$ cat src/rtl/move_scheduler_pkg.sv
// Shared key codes, command encodings and timing limits for move_scheduler.
// Optional build macro: MOVE_SCHEDULER_AUTOREPEAT_EN.
package move_scheduler_pkg;

    typedef enum logic [1:0] {
        ST_IDLE      = 2'd0,
        ST_ISSUE     = 2'd1,
        ST_WAIT_DONE = 2'd2
    } state_e;

    localparam logic [3:0] KEY_0 = 4'h0;
    localparam logic [3:0] KEY_1 = 4'h1;
    localparam logic [3:0] KEY_4 = 4'h4;
    localparam logic [3:0] KEY_7 = 4'h7;

    localparam logic [2:0] STAT_MOVE_DOWN   = 3'b100;
    localparam logic [2:0] STAT_MOVE_LEFT   = 3'b101;
    localparam logic [2:0] STAT_MOVE_RIGHT  = 3'b110;
    localparam logic [2:0] STAT_MOVE_ROTATE = 3'b111;
    localparam logic [2:0] STAT_ADD_LINE    = 3'b010;

    localparam logic [2:0] OP_NONE    = 3'b000;
    localparam logic [2:0] OP_DOWN    = STAT_MOVE_DOWN;
    localparam logic [2:0] OP_LEFT    = STAT_MOVE_LEFT;
    localparam logic [2:0] OP_RIGHT   = STAT_MOVE_RIGHT;
    localparam logic [2:0] OP_ROTATE  = STAT_MOVE_ROTATE;
    localparam logic [2:0] OP_ADDLINE = STAT_ADD_LINE;

    localparam logic [2:0] GARB_MAX = 3'd7;

    localparam int WDOG_W = 9;
    localparam logic [WDOG_W-1:0] WDOG_LIMIT = 9'd511;

    localparam int AREP_W = 23;
    localparam logic [AREP_W-1:0] AREP_PERIOD = 23'd8_000_000;

    typedef struct packed {
        logic       vld;
        logic [2:0] op;
    } key_map_t;

    function automatic key_map_t map_key(input logic [3:0] key);
        key_map_t m;
        m.vld = 1'b1;
        m.op  = OP_NONE;
        case (key)
            KEY_4:   m.op = OP_DOWN;
            KEY_1:   m.op = OP_LEFT;
            KEY_7:   m.op = OP_RIGHT;
            KEY_0:   m.op = OP_ROTATE;
            default: m.vld = 1'b0;
        endcase
        return m;
    endfunction

endpackage

$ cat src/rtl/move_scheduler_sync.sv
// sync_edge_det: 2-flop synchronizer for an asynchronous level plus a
// single-cycle rising-edge pulse in the destination clock domain.
module sync_edge_det (
    input  logic clk_i,
    input  logic rst_i,
    input  logic d_i,
    output logic level_o,
    output logic rise_o
);

    logic s1_q;
    logic s2_q;
    logic s3_q;

    always_ff @(posedge clk_i or posedge rst_i) begin
        if (rst_i) begin
            s1_q <= 1'b0;
            s2_q <= 1'b0;
            s3_q <= 1'b0;
        end else begin
            s1_q <= d_i;
            s2_q <= s1_q;
            s3_q <= s2_q;
        end
    end

    assign level_o = s2_q;
    assign rise_o  = s2_q & ~s3_q;

endmodule

$ cat src/rtl/move_scheduler.sv
// Arbitrates gravity, keypad and garbage-line requests into one command
// stream. Optional build macro: MOVE_SCHEDULER_AUTOREPEAT_EN.
module move_scheduler
    import move_scheduler_pkg::*;
(
    input  logic       clk_40M,
    input  logic       rst,
    input  logic       clk_1,
    input  logic [3:0] pad_key,
    input  logic       pad_pressed,
    input  logic       game_addLine,
    output logic       cmd_valid,
    output logic [2:0] cmd_op,
    input  logic       cmd_ready,
    input  logic       cmd_done,
    input  logic       cmd_ok,
    output logic       piece_lock,
    output logic [2:0] garbage_cnt,
    output logic       err_timeout
);

    state_e state_q;
    state_e state_d;

    logic [2:0]        cmd_op_q, cmd_op_d;
    logic              grav_pend_q, grav_pend_d;
    logic              key_vld_q, key_vld_d;
    logic [2:0]        key_op_q, key_op_d;
    logic [2:0]        garb_q, garb_d;
    logic              lock_seen_q, lock_seen_d;
    logic [WDOG_W-1:0] wdog_q, wdog_d;
    logic              lock_q, lock_d;
    logic              tmo_q, tmo_d;

    logic grav_rise;
    logic grav_lvl_unused;
    logic press_rise;
    logic pad_lvl;

    logic take_add, take_grav, take_key;
    logic sel_vld;
    logic dec;

    key_map_t   pk;
    logic       key_set;
    logic [2:0] key_set_op;

    sync_edge_det u_grav_sync (
        .clk_i   (clk_40M),
        .rst_i   (rst),
        .d_i     (clk_1),
        .level_o (grav_lvl_unused),
        .rise_o  (grav_rise)
    );

    sync_edge_det u_pad_sync (
        .clk_i   (clk_40M),
        .rst_i   (rst),
        .d_i     (pad_pressed),
        .level_o (pad_lvl),
        .rise_o  (press_rise)
    );

    assign pk = map_key(pad_key);

`ifdef MOVE_SCHEDULER_AUTOREPEAT_EN
    logic [AREP_W-1:0] rep_cnt_q;
    logic [2:0]        rep_op_q;
    logic              rep_arm_q;
    logic              rep_fire;

    // Period is measured from the original press, then from each re-latch.
    assign rep_fire = rep_arm_q & pad_lvl & ~press_rise
                    & (rep_cnt_q == AREP_PERIOD - 23'd1);

    always_ff @(posedge clk_40M or posedge rst) begin
        if (rst) begin
            rep_cnt_q <= '0;
            rep_op_q  <= OP_NONE;
            rep_arm_q <= 1'b0;
        end else if (press_rise) begin
            rep_cnt_q <= '0;
            rep_op_q  <= pk.op;
            rep_arm_q <= pk.vld;
        end else if (!pad_lvl) begin
            rep_cnt_q <= '0;
            rep_arm_q <= 1'b0;
        end else if (rep_arm_q) begin
            rep_cnt_q <= rep_fire ? '0 : rep_cnt_q + 23'd1;
        end
    end

    assign key_set    = (press_rise & pk.vld) | rep_fire;
    assign key_set_op = press_rise ? pk.op : rep_op_q;
`else
    logic pad_lvl_unused;
    assign pad_lvl_unused = pad_lvl;
    assign key_set        = press_rise & pk.vld;
    assign key_set_op     = pk.op;
`endif

    always_ff @(posedge clk_40M or posedge rst) begin
        if (rst) begin
            state_q <= ST_IDLE;
        end else begin
            state_q <= state_d;
        end
    end

    always_comb begin
        state_d = state_q;
        unique case (state_q)
            ST_IDLE: begin
                if (sel_vld) state_d = ST_ISSUE;
            end
            ST_ISSUE: begin
                if (cmd_ready) state_d = ST_WAIT_DONE;
            end
            ST_WAIT_DONE: begin
                if (cmd_done || wdog_q == WDOG_LIMIT) state_d = ST_IDLE;
            end
            default: state_d = ST_IDLE;
        endcase
    end

    always_comb begin
        cmd_valid = 1'b0;
        take_add  = 1'b0;
        take_grav = 1'b0;
        take_key  = 1'b0;
        cmd_op_d  = cmd_op_q;
        lock_d    = 1'b0;
        tmo_d     = 1'b0;
        dec       = 1'b0;
        unique case (state_q)
            ST_IDLE: begin
                priority case (1'b1)
                    (garb_q != 3'd0) && lock_seen_q: begin
                        take_add = 1'b1;
                        cmd_op_d = OP_ADDLINE;
                    end
                    grav_pend_q: begin
                        take_grav = 1'b1;
                        cmd_op_d  = OP_DOWN;
                    end
                    key_vld_q: begin
                        take_key = 1'b1;
                        cmd_op_d = key_op_q;
                    end
                    default: ;
                endcase
            end
            ST_ISSUE: begin
                cmd_valid = 1'b1;
            end
            ST_WAIT_DONE: begin
                if (cmd_done) begin
                    lock_d = (cmd_op_q == OP_DOWN) & ~cmd_ok;
                    dec    = (cmd_op_q == OP_ADDLINE);
                end else if (wdog_q == WDOG_LIMIT) begin
                    tmo_d = 1'b1;
                end
            end
            default: ;
        endcase
    end

    assign sel_vld = take_add | take_grav | take_key;

    // New arrivals win over the clear of the source being issued.
    always_comb begin
        grav_pend_d = grav_rise | (grav_pend_q & ~take_grav);

        key_vld_d = key_vld_q & ~take_key;
        key_op_d  = key_op_q;
        if (key_set) begin
            key_vld_d = 1'b1;
            key_op_d  = key_set_op;
        end

        garb_d = garb_q;
        unique case ({game_addLine, dec})
            2'b10:   if (garb_q != GARB_MAX) garb_d = garb_q + 3'd1;
            2'b01:   if (garb_q != 3'd0) garb_d = garb_q - 3'd1;
            default: ;
        endcase

        lock_seen_d = lock_seen_q;
        if (lock_d) begin
            lock_seen_d = 1'b1;
        end else if (dec && garb_d == 3'd0) begin
            lock_seen_d = 1'b0;
        end

        wdog_d = (state_q == ST_WAIT_DONE) ? wdog_q + 9'd1 : '0;
    end

    always_ff @(posedge clk_40M or posedge rst) begin
        if (rst) begin
            cmd_op_q    <= OP_NONE;
            grav_pend_q <= 1'b0;
            key_vld_q   <= 1'b0;
            key_op_q    <= OP_NONE;
            garb_q      <= 3'd0;
            lock_seen_q <= 1'b0;
            wdog_q      <= '0;
            lock_q      <= 1'b0;
            tmo_q       <= 1'b0;
        end else begin
            cmd_op_q    <= cmd_op_d;
            grav_pend_q <= grav_pend_d;
            key_vld_q   <= key_vld_d;
            key_op_q    <= key_op_d;
            garb_q      <= garb_d;
            lock_seen_q <= lock_seen_d;
            wdog_q      <= wdog_d;
            lock_q      <= lock_d;
            tmo_q       <= tmo_d;
        end
    end

    assign cmd_op      = cmd_op_q;
    assign piece_lock  = lock_q;
    assign err_timeout = tmo_q;
    assign garbage_cnt = garb_q;

endmodule
$ cat config.mk
export PLATFORM = sky130hd
export DESIGN_NAME = move_scheduler
export DESIGN_NICKNAME = d
export VERILOG_FILES = /design/src/rtl/move_scheduler_pkg.sv /design/src/rtl/move_scheduler_sync.sv /design/src/rtl/move_scheduler.sv
export SDC_FILE = /design/constraint.sdc
export NUM_CORES = 1
export LEC_CHECK = 0
export BUFFER_PORTS_ARGS = -buffer_cell sky130_fd_sc_hd__buf_2
export CAP_MARGIN = 20
export CORE_MARGIN = 2
export CORE_UTILIZATION = 56
export CTS_CLUSTER_SIZE = 10
export DETAILED_ROUTE_END_ITERATION = 16
export GPL_ROUTABILITY_DRIVEN = 0
export GPL_TIMING_DRIVEN = 0
export PLACE_DENSITY_LB_ADDON = 0.08
export SLEW_MARGIN = 20
export SYNTH_ARGS = -nofsm -noshare
export SYNTH_HDL_FRONTEND = slang
export SYNTH_HIERARCHICAL = 1
export SYNTH_SLANG_ARGS = --single-unit
$ cat constraint.sdc
create_clock -name clk_40M -period 2.25 [get_ports clk_40M]
set_input_delay 0 -clock clk_40M [delete_from_list [all_inputs] [get_ports clk_40M]]
set_output_delay 0 -clock clk_40M [all_outputs]
set_load 0.005 [all_outputs]
==> metrics.csv <==
metric,value,unit
Synth area leaders,"dfrtp_1, ha_1, nor2_1",
buffer count from post-CTS setup fixing,0,
iteration count of the initial detailed-routing pass,4,
YS warnings,6,
Hold Fails Final Rpt,0,
fmax,0.4707,GHz
relative slew slack,38.18,%
Starting DRT DRC Count,14,
setup TNS,0,ns
Max Slew Vio Count,0,
cts bufs inserted,5,
Post-DRT Antenna Nets,0,
status,"finished, final reports clean",
Antenna Cells,0,
Tightest Pin Transition,0.9263,ns
unrepaired setup endpoints after global routing,false,
TritonCTS clock tree,done,
final number of setup-violating endpoints,0,
clk buf depth,2,
CP Cell Sequence,buf_6 > nand4bb_4 > or3b_4 > inv_1 > ha_2 > inv_1 > o211ai_1 > a21oi_2 > a31oi_1,
Die W,55.98,um
Synth-to-Final Area Change,19.19,%
drt drc,0,
Reg2Reg Setup Slack,0.13,ns
Area after DPL,1650,um2
total grt overflow,0,
starting density of the core,59.97,%
Clock power frac,17.5,%
Post-Route WL,2861,um
Comb pwr share,37.0,%
final instance area,1803,um2
cells after synthesis,145,
critical path type,register to register,
Worst path top cell family by delay,simple AND/OR/NAND/NOR gates,
Critical Path Fanout Max,9,
minimum clock period,2.125,ns
Worst-path clk slew,0.10,ns
Placed Cells,195,
sequential fraction of the synthesis area,51.28,%
max-cap check violation count,0,
core area,2522,um2
fillers,202,
Clock Latency Late Sink,0.33,ns
clock sink total,31,
Final Net Count,201,
worst path bufs/invs,3,
site row count,18,
Root Buffer,clkbuf_4,
pin count of the biggest net entering global routing,26,
Avg WL per Cell,13.43,um
internal power,1088,uW
Die H,55.98,um
CP required,2.46,ns
Critical Path Source Type,register,
layout cell share with drive strength beyond 1,20.22,%
clk_skew,0.01113,ns
final cell count without fillers,213,
Mapped Area,1513,um2
via count,1159,
vias in the first global route,1132,
Yosys cell types,36,
htree depth,2,
leakage power,0.0008641,uW
GRT Util Overall,20.60,%
slowest CP cell,or3b_4,
syn_nets,164,
leading area contributor after synthesis,dfrtp_1,
final worst path period share,94.42,%
PortBufs,20,
Sequential Power Share,45.5,%
first-pass GRT wire length,4912,um
most frequent cells in the layout,"dfrtp_1, buf_2, nor2_1",
NetSw,617.4,uW
Detailed Place HPWL,2066,um
maximum VDD drop,889.6,uV
power per cell area,945.8,nW/um2
register bit total from synthesis,31,
critical path's largest stage delay,0.41,ns
Worst EP arrival,2.34,ns
vias per cell,5.441,
initial antenna violation count,0,
Power Total,1705,uW
Sw Share,36.20,%
Most common cell on crit path,inv_1,
Critical Path End Type,register,
min-delay worst type,input pin to register,
num ports,21,
syn_area_per_cell,10.43,um2
Die ar.,3133,um2
"commonest non-fill, non-tap cell in the layout",dfrtp_1,
post-synth top area share,51.28,%
[tightest hold or removal path, stage by stage]
cell and delay (ns):
buf_2 0.08, nor2b_1 0.07, nand2_1 0.11, nand2_1 0.06
[cells by family (layout without fill, tap and decap cells)]
family / after synthesis / in the layout / synth area share (%)
and+or+nand+nor: 56 / 56 / 21.59
adders and majority gates: 7 / 7 / 5.790
AOI/OAI and AO/OA: 27 / 27 / 12.82
buffers and inverters: 18 / 56 / 5.045
DFF: 31 / 31 / 51.28
xor gates and xnor gates: 6 / 6 / 3.475
[registers in the layout, indices dropped and copies added, names as in the netlist, 2 cells and up]
register / cells
key_op_q: 3
cmd_op: 3
garbage_cnt: 3
wdog_q: 9
state_q: 2
[area by class of cell]
| class | instances | area, um2 | area share [%] |
|---|---|---|---|
| clock inverters | 1 | 5.005 | 0.2776 |
| well taps | 30 | 37.54 | 2.082 |
| clock buffers | 7 | 45.04 | 2.498 |
| repair buffers | 30 | 200.2 | 11.10 |
| flip-flops and latches | 31 | 775.7 | 43.03 |
| plain buffers | 4 | 23.77 | 1.319 |
| multi-input cells | 96 | 663.1 | 36.78 |
| inverters | 14 | 52.55 | 2.915 |
[synth_stat cells]
library cell and count:
dfrtp_1 31, nor2_1 16, inv_1 14, nand2_1 10, ha_1 7, nor2b_1 7
nand3_1 6, o21ai_0 6, a21o_1 4, a21oi_1 3, nand2b_1 3, nor3_1 3
xnor2_1 3, xor2_1 3, a31oi_1 2, and3_1 2, clkbuf_1 2, nor2b_4 2
nor3b_1 2, o211ai_1 2, o221a_2 2, a21boi_0 1, a21oi_2 1, a22o_1 1
a32o_1 1, buf_2 1, buf_6 1, nand4_1 1, nand4bb_4 1, nor4b_2 1
o221ai_1 1, o2bb2ai_1 1, o31ai_1 1, o32ai_1 1, or3_1 1, or3b_4 1
[through the flow]
step / utilization (%) / setup WS, ns / hold WS [ns]
final: 71.48 / 0.1255 / 0.03605
after global routing: 71.48 / 0.01898 / 0.02089
after CTS: 71.38 / 0.1282 / 0.01836
after detailed placement: 65.43 / 0.1315 / -0.09732
after global placement: 65.43 / 0.1814 / -0.1039
after floorplan: - / 0.2704 / -0.2464
[timing repair]
action / 4_1_cts / 5_1_grt
gates resized for setup: 0 / 1
endpoints found under the hold margin: 40 / 0
endpoints found under the setup margin: 0 / 1
hold buffers: 10 / 0
[power by group through the flow]
stage / Combinational [uW] / Clock (uW) / Sequential, uW
detailed placement: 615 / 0 / 786
finish: 631 / 299 / 776
floorplan: 449 / 0 / 764
global route: 708 / 337 / 796
CTS: 633 / 313 / 776
global placement: 590 / 0 / 775
[worst paths after layout]
kind,depth (start not counted),endpoint,start
max reg2reg,9,lock_seen_q,state_q[0]
min reg2reg,0,u_pad_sync/level_o,u_pad_sync/s1_q
max,9,lock_seen_q,state_q[0]
max in group asynchronous,3,wdog_q[1],rst
min in group asynchronous,3,u_pad_sync/level_o,rst
min,4,key_vld_q,pad_key[3]
[layer usage]
| metal | track usage, % | share of wire, % | up-vias |
|---|---|---|---|
| li1 | - | - | 564 |
| met1 | 25.27 | 44 | 557 |
| met2 | 33.78 | 50 | 33 |
| met3 | 6.977 | 4.8 | 5 |
| met4 | 7.483 | 1.0 | 0 |
| met5 | 0 | 0 | - |
(Power assumes the default switching activity.)
